**config.mk**
```make
export PLATFORM = sky130hd
export DESIGN_NAME = result_bus_arbiter
export DESIGN_NICKNAME = d
export VERILOG_FILES = /design/src/rtl/result_bus_arbiter.sv
export SDC_FILE = /design/constraint.sdc
export NUM_CORES = 1
export LEC_CHECK = 0
export CAP_MARGIN = 10
export CORE_AREA = 4 4 123 125
export CTS_BUF_LIST = sky130_fd_sc_hd__clkbuf_16
export CTS_CLUSTER_SIZE = 14
export DETAILED_ROUTE_END_ITERATION = 12
export DIE_AREA = 0 0 127 129
export GPL_ROUTABILITY_DRIVEN = 0
export PLACE_DENSITY = 0.86
export SLEW_MARGIN = 20
export SYNTH_ARGS = -nofsm -noshare
export SYNTH_HDL_FRONTEND = slang
export SYNTH_SLANG_ARGS = --single-unit
```
**constraint.sdc**
```tcl
create_clock -name clockIn -period 7 [get_ports clockIn]
set_clock_uncertainty 0.2 [all_clocks]
set_input_delay 1.05 -clock clockIn [delete_from_list [all_inputs] [get_ports clockIn]]
set_output_delay 1.05 -clock clockIn [all_outputs]
set_load 0.03 [all_outputs]
```
**src/rtl/result_bus_arbiter.sv**
```systemverilog
// ----------------------------------------------------------------------------
// result_bus_arbiter
//
// Shares the single reorder-buffer write-back port between the ALU reservation
// station and the load & store buffer. Each source pushes completed results
// into its own small FIFO. A round-robin scheduler drains one entry per cycle
// onto a registered result bus. That bus drives the ROB update inputs and the
// RS/LSB operand-forwarding snoop. A ROB clear flushes everything still queued.
//
// Parameters
//   ROB_WIDTH    width of a ROB index
//   QUEUE_WIDTH  log2 of the per-source FIFO depth (must be >= 1, depth >= 2)
//
// Ports
//   clockIn      in   1          clock, all state on rising edge
//   resetIn      in   1          asynchronous, active-low reset
//   clear        in   1          ROB mispredict flush, sampled on clock edge
//   aluValid     in   1          ALU result offered
//   aluRobIndex  in   ROB_WIDTH  ROB entry of ALU result
//   aluValue     in   32         ALU result value
//   aluReady     out  1          ALU FIFO can accept this cycle
//   lsbValid     in   1          load/store result offered
//   lsbRobIndex  in   ROB_WIDTH  ROB entry of LSB result
//   lsbValue     in   32         LSB result value
//   lsbReady     out  1          LSB FIFO can accept this cycle
//   busValid     out  1          result bus carries a result this cycle
//   busRobIndex  out  ROB_WIDTH  ROB entry being completed
//   busValue     out  32         completed value
//   busSrc       out  1          0 = ALU, 1 = LSB
// ----------------------------------------------------------------------------
module result_bus_arbiter #(
   parameter int ROB_WIDTH   = 4,
   parameter int QUEUE_WIDTH = 1
) (
   input  logic                 clockIn,
   input  logic                 resetIn,
   input  logic                 clear,

   input  logic                 aluValid,
   input  logic [ROB_WIDTH-1:0] aluRobIndex,
   input  logic [31:0]          aluValue,
   output logic                 aluReady,

   input  logic                 lsbValid,
   input  logic [ROB_WIDTH-1:0] lsbRobIndex,
   input  logic [31:0]          lsbValue,
   output logic                 lsbReady,

   output logic                 busValid,
   output logic [ROB_WIDTH-1:0] busRobIndex,
   output logic [31:0]          busValue,
   output logic                 busSrc
);

   localparam int DEPTH       = 2 ** QUEUE_WIDTH;
   localparam int ENTRY_WIDTH = ROB_WIDTH + 32;
   localparam int NUM_SRC     = 2;

   // The count is one bit wider than the pointers so that "full" is distinct
   // from "empty" when head == tail.
   localparam logic [QUEUE_WIDTH:0]   FULL_COUNT = {1'b1, {QUEUE_WIDTH{1'b0}}};
   localparam logic [QUEUE_WIDTH-1:0] PTR_ONE    = QUEUE_WIDTH'(1);
   localparam logic [QUEUE_WIDTH:0]   CNT_ONE    = (QUEUE_WIDTH + 1)'(1);

   // Source index 0 is the ALU and index 1 is the LSB. This matches the encoding of busSrc.
   logic [NUM_SRC-1:0]     pushValid;
   logic [NUM_SRC-1:0]     srcReady;
   logic [NUM_SRC-1:0]     pushAccept;
   logic [NUM_SRC-1:0]     nonEmpty;
   logic [NUM_SRC-1:0]     popGrant;
   logic [ENTRY_WIDTH-1:0] pushEntry [NUM_SRC];
   logic [ENTRY_WIDTH-1:0] headEntry [NUM_SRC];

   // Arbitration and result-bus state
   logic                 grantValid;
   logic                 grantSrc;
   logic                 lastGrant_reg,   lastGrant_next;
   logic                 busValid_reg,    busValid_next;
   logic [ROB_WIDTH-1:0] busRobIndex_reg, busRobIndex_next;
   logic [31:0]          busValue_reg,    busValue_next;
   logic                 busSrc_reg,      busSrc_next;

   assign pushValid    = {lsbValid, aluValid};
   assign pushEntry[0] = {aluRobIndex, aluValue};
   assign pushEntry[1] = {lsbRobIndex, lsbValue};

   assign aluReady = srcReady[0];
   assign lsbReady = srcReady[1];

   // -------------------------------------------------------------------------
   // Per-source result FIFOs
   // -------------------------------------------------------------------------
   generate
      for (genvar gi = 0; gi < NUM_SRC; gi++) begin : gen_fifo
         logic [ENTRY_WIDTH-1:0] mem [DEPTH];
         logic [QUEUE_WIDTH-1:0] head_reg,  head_next;
         logic [QUEUE_WIDTH-1:0] tail_reg,  tail_next;
         logic [QUEUE_WIDTH:0]   count_reg, count_next;

         // Ready depends only on the registered count. A pop in the same cycle
         // does not open a slot for a push in that cycle. This keeps the ready
         // path free of the arbiter logic.
         assign srcReady[gi]   = resetIn && (count_reg != FULL_COUNT);
         // During a flush, pushes are discarded together with the queued entries.
         assign pushAccept[gi] = pushValid[gi] && srcReady[gi] && !clear;
         assign nonEmpty[gi]   = (count_reg != '0);
         // The head is read directly from the array. The registered read stage
         // is the result-bus register that this value is loaded into.
         assign headEntry[gi]  = mem[head_reg];

         always_comb begin
            head_next  = head_reg;
            tail_next  = tail_reg;
            count_next = count_reg;
            if (clear) begin
               head_next  = '0;
               tail_next  = '0;
               count_next = '0;
            end else begin
               if (pushAccept[gi]) begin
                  tail_next = tail_reg + PTR_ONE;
               end
               if (popGrant[gi]) begin
                  head_next = head_reg + PTR_ONE;
               end
               // A push and a pop in the same cycle cancel out. This is also valid
               // when the FIFO is full.
               case ({pushAccept[gi], popGrant[gi]})
                  2'b10:   count_next = count_reg + CNT_ONE;
                  2'b01:   count_next = count_reg - CNT_ONE;
                  default: count_next = count_reg;
               endcase
            end
         end

         always_ff @(posedge clockIn or negedge resetIn) begin
            if (!resetIn) begin
               head_reg  <= '0;
               tail_reg  <= '0;
               count_reg <= '0;
            end else begin
               head_reg  <= head_next;
               tail_reg  <= tail_next;
               count_reg <= count_next;
            end
         end

         // The storage has no reset. Any stale contents are hidden by the pointers and count.
         always_ff @(posedge clockIn) begin
            if (pushAccept[gi]) begin
               mem[tail_reg] <= pushEntry[gi];
            end
         end
      end
   endgenerate

   // -------------------------------------------------------------------------
   // Round-robin scheduler and result-bus next state
   // -------------------------------------------------------------------------
   always_comb begin
      grantValid = |nonEmpty;
      grantSrc   = 1'b0;
      // When both sources have work, grant the one that did not win last.
      // Otherwise grant whichever source is non-empty.
      if (nonEmpty[0] && nonEmpty[1]) begin
         grantSrc = ~lastGrant_reg;
      end else if (nonEmpty[1]) begin
         grantSrc = 1'b1;
      end

      popGrant = '0;
      if (grantValid && !clear) begin
         popGrant[grantSrc] = 1'b1;
      end

      // When no result is granted, busValid falls and the data fields keep their old values.
      busValid_next    = 1'b0;
      busRobIndex_next = busRobIndex_reg;
      busValue_next    = busValue_reg;
      busSrc_next      = busSrc_reg;
      lastGrant_next   = lastGrant_reg;

      if (grantValid && !clear) begin
         busValid_next                     = 1'b1;
         {busRobIndex_next, busValue_next} = headEntry[grantSrc];
         busSrc_next                       = grantSrc;
         lastGrant_next                    = grantSrc;
      end
   end

   always_ff @(posedge clockIn or negedge resetIn) begin
      if (!resetIn) begin
         busValid_reg    <= 1'b0;
         busRobIndex_reg <= '0;
         busValue_reg    <= '0;
         busSrc_reg      <= 1'b0;
         // The reset value points at the LSB, so the ALU wins the first tie.
         lastGrant_reg   <= 1'b1;
      end else begin
         busValid_reg    <= busValid_next;
         busRobIndex_reg <= busRobIndex_next;
         busValue_reg    <= busValue_next;
         busSrc_reg      <= busSrc_next;
         lastGrant_reg   <= lastGrant_next;
      end
   end

   assign busValid    = busValid_reg;
   assign busRobIndex = busRobIndex_reg;
   assign busValue    = busValue_reg;
   assign busSrc      = busSrc_reg;

endmodule

```
# Word level (Yosys, flattened, before mapping)

Memory sizes are Yosys's and may differ from the RTL's.
Cells that the tools add are included.

Register bits: 47
RAM bits: 144
Input bits: 77
Output and inout port bits: 40
Logic and storage cells: 76
Memories kept: 2

Memory list:

| name            | words | bits a word | rd ports | clocked after memory_dff | wr ports | RTL line | text |
|---|---|---|---|---|---|---|---|
| gen_fifo[0].mem | 2     | 36          | 1        | 0                        | 1        | 95       | `logic [ENTRY_WIDTH-1:0] mem [DEPTH];` |
| gen_fifo[1].mem | 2     | 36          | 1        | 0                        | 1        | 95       |  |

Add/sub/neg operators: 8
Order comparisons: 3
Equality and inequality tests: 6
Multiplexer cells: 25
Bitwise operators: 2
Reduce and logical (&&, ||, !) cells: 19

Operators by type and width:

| operator                                                    | count |
|---|---|
| 2-to-1 mux 36 bit                                           | 3 |
| 2-to-1 mux 1 bit                                            | 16 |
| nonzero test 2 bit                                          | 6 |
| logical AND 1 bit                                           | 9 |
| case mux 2 bit (2 select lines)                             | 2 |
| 2-to-1 mux 2 bit                                            | 3 |
| nonzero test 3 bit                                          | 2 |
| adder 1 bit (second input constant)                         | 4 |
| adder 2 x 1 -> 2 bit (second input constant)                | 2 |
| == test 2 x 1 -> 1 bit (second input constant)              | 2 |
| == test 2 bit (second input constant)                       | 2 |
| != test 2 bit (second input constant)                       | 2 |
| subtractor 2 x 1 -> 2 bit (second input constant)           | 2 |
| >= comparator 2 bit (second input constant)                 | 1 |
| less-than comparator 1 x 2 -> 1 bit (second input constant) | 1 |
| NOT 1 -> 2 bit                                              | 1 |
| OR reduction 2 bit                                          | 1 |
| demux 1 bit (select 1 bit)                                  | 1 |
| >= comparator 1 bit (second input constant)                 | 1 |
| zero test 1 bit                                             | 1 |
| NOT 1 bit                                                   | 1 |

# Logic depth before layout (Yosys ltp)

Word-level depth: 11
Mapped depth: 5
Depth with buffers taken out: 3

# Least setup slack after synthesis

Ideal clock, no wire load.

Kind: input to register
From: input lsbValid
To: memory gen_fifo[1].mem[1][0] in the netlist's numbering, enable pin
Setup time: 0.532 ns
Arrival: 4.955 ns
Required time: 6.268 ns
Slack: 1.313 ns
Stages: 2
Path buffers: 0
Path through: nand2_1 nor4b_1

Longest elaborated chain between the ends: 4

Ends and longest elaborated chain:

| element                                | RTL line | text |
|---|---|---|
| start, declared                        | 44       | `input logic lsbValid,` |
| logical AND 1 bit (2 in series)        | 105      | `assign pushAccept[gi] = pushValid[gi] && srcReady[gi] && !clear;` |
| 2-to-1 mux 1 bit                       | 150      | `if (pushAccept[gi]) begin` |
| 2-to-1 mux 1 bit (not written as such) | 151      | `mem[tail_reg] <= pushEntry[gi];` |
| end, declared                          | 95       |  |

No other way between the ends.

# Worst setup path in the final report

From: input resetIn
To: output aluReady

Longest elaborated chain between the ends: 1

Ends and longest elaborated chain:

| element           | RTL line | text |
|---|---|---|
| start, declared   | 36       | `input logic resetIn,` |
| logical AND 1 bit | 103      | `assign srcReady[gi] = resetIn && (count_reg != FULL_COUNT);` |
| end, declared     | 42       | `output logic aluReady,` |

No other way between the ends.

==> results.txt <==
Pint - 2.05 mW
Switch Pwr - 0.701 mW
worst min path class - reg2reg
part of the Yosys area used for sequential elements - 75.7%
startpoint types - primary input
detailed-placement wirelength estimate - 9580 um
Worst Slack Setup Final - 3.59 ns
Seq cells post-synth - 191
Final Critical Period - 3.41 ns
period utilization - 48.8%
fraction of layout cells with a size suffix above 1 - 15.8%
combinational fraction of design power - 17.0%
Longest Clk Path Bufs - 2
Worst Path Required - 5.75 ns
routed wire length - 15000 um
Die Wd - 127 um
syn_area_per_cell - 17.7 um2
antenna-violating nets left - 0
htree depth - 4
antenna violations before repair - 0
CP endpoint kind - primary output
Cell Rows - 43
Clock transition at path regs - 0.06 ns
Ports - 117
CTS Hold Bufs - 0
crit path kind - in2out
Cell Area, Placed - 8640 um2
pre-CTS WS - 3.31 ns
Final Slew Violations - 0
core area - 13900 um2
Vias/cell - 5.84
power share of the clock group - 32.9%
relative slew slack - 28.4%
Cells after Synth - 411
die span in y - 129 um
nets@finish - 609
post-layout util - 66.2%
largest net degree at the start of global routing - 42
Starting Density - 52.4%
Final Hold Fails - 0
Root Driver - clkbuf_16
Sequential Power Share - 50.1%
static leakage - 3.17 nW
routed length per instance - 20.7 um
MaxCap Viol Count - 0
P&R area growth vs syn - 26.4%
final setup fails - 0
I/O Buffers - 116
Synth Cell Area - 7270 um2
Yosys cell types - 31
switching part of the total - 25.4%
Worst EP arrival - 2.16 ns
Largest register FFs - 144
status - finished, final reports clean
worst-margin pin slew - 1.07 ns
# resized after CTS - 0
Mapped Nets - 488
yosys warns - 0
vias in the first global route - 4379
Num CTS Buffers - 17
maximum VDD drop - 0.000177 V
post-route cell area - 9190 um2
Peak Freq - 0.293 GHz
DRT iter0 DRCs - 276
CTS tree - done
clk sink count - 191
Vias - 4229
drt drc - 0
detailed-routing iteration count for the pre-antenna-repair pass - 4
maximum fanout along the worst path - 15
RSZ-0062 raised after global routing - no
Total GRT Usage - 18.6%
die area - 16400 um2
Clk Latency, worst-skew pair - 0.42 ns
total grt overflow - 0
sum of negative setup slack - 0 ns
first-pass GRT wire length - 22800 um
n_diodes - 0
PD cells - 300 nW/um2
Post-CTS Setup Bufs - 0
==> routing by layer <==
metal / routed length [um] / vias up / share of wire [%] / GRT usage [%]
met5: 0 / - / 0 / 0
met3: 1110 / 23 / 7.4 / 4.73
met4: 238 / 0 / 1.6 / 7.70
met2: 7420 / 189 / 50 / 31.2
met1: 6190 / 2119 / 41 / 23.4
li1: - / 1898 / - / -
==> cell families after synthesis <==
family	after synthesis	share of synthesized area, %
flip-flops	191	75.7
multiplexers	74	10.8
AND/OR/NAND/NOR	63	4.73
AO/OA/AOI/OAI	58	6.93
buffers and inverters	25	1.88
==> stage by stage <==
stage,hold slack (ns),power [mW],std cells
floorplan,0.305,1.64,411
global placement,0.280,1.86,693
detailed placement,0.286,1.87,693
CTS,0.292,2.78,724
global route,0.303,2.85,724
finish,0.298,2.76,724
==> cell type report <==
cell class	instances	area [um2]
clock buffer	17	425
clock inverter	14	129
fill	953	4690
inverter	1	3.75
multi-input combinational	195	1670
sequential	191	5510
tap	180	225
timing repair buffer	126	1230
==> cells in the mapped netlist (all sizes together) <==
library cell / n / area, um2
edfxtp: 144 / 4320
dfrtp: 46 / 1150
mux2i: 38 / 380
nor3: 37 / 185
a221o: 36 / 360
mux2: 36 / 405
buf: 12 / 87.6
clkbuf: 12 / 45.0
a21oi: 6 / 30.0
a21o: 4 / 30.0
and2: 4 / 25.0
o21ai: 4 / 20.0
or3: 4 / 25.0
nand2: 3 / 11.3
nand3: 3 / 15.0
nor2b: 3 / 18.8
a22oi: 2 / 15.0
a31oi: 2 / 12.5
and4b: 2 / 20.0
nor2: 2 / 7.51
nor4: 2 / 12.5
nor4b: 2 / 17.5
dfstp: 1 / 26.3
inv: 1 / 3.75
nand2b: 1 / 6.26
o21a: 1 / 8.76
o21ba: 1 / 10.0
o21bai: 1 / 11.3
o22ai: 1 / 6.26
==> critical path, stage by stage <==
cell and delay [ns]:
buf_2 0.27, nor2b_1 0.17, clkdlybuf4s50_1 0.67
==> final timing paths <==
| kind | start | endpoint | slack (ns) | depth (start not counted) |
|---|---|---|---|---|
| worst max-delay path | resetIn | aluReady | 3.59 | 3 |
| worst min-delay path | busSrc | busSrc | 0.30 | 1 |
| worst max register to register | gen_fifo[0].count_reg[0] | busValue[11] | 4.49 | 4 |
| worst min register to register | busSrc | busSrc | 0.30 | 1 |
| max in group asynchronous | resetIn | gen_fifo[0].head_reg | 5.43 | 2 |
| min in group asynchronous | resetIn | busValue[28] | 0.31 | 1 |
==> power by group through the flow <==
stage	Combinational, mW	Clock, mW	Sequential [mW]
3_5_place_dp	0.475	0	1.40
2_1_floorplan	0.151	0	1.49
5_1_grt	0.493	0.975	1.39
6_report	0.469	0.906	1.38
3_3_place_gp	0.462	0	1.40
4_1_cts	0.475	0.921	1.38
==> cell usage in the layout, fill, tap and decap left out, types with 3 or more instances in the layout <==
master,count
nor2b_1,3
a221o_1,36
o21ai_0,4
buf_4,10
and2_1,4
nor3_1,36
edfxtp_1,144
mux2_2,36
clkinv_2,4
clkbuf_16,17
or3_1,4
mux2i_1,38
a21oi_1,6
dfrtp_1,44
nand3_1,3
a21o_1,3
nand2_1,3
inv_1,4
clkdlybuf4s50_1,115
(Power assumes the default switching activity.)
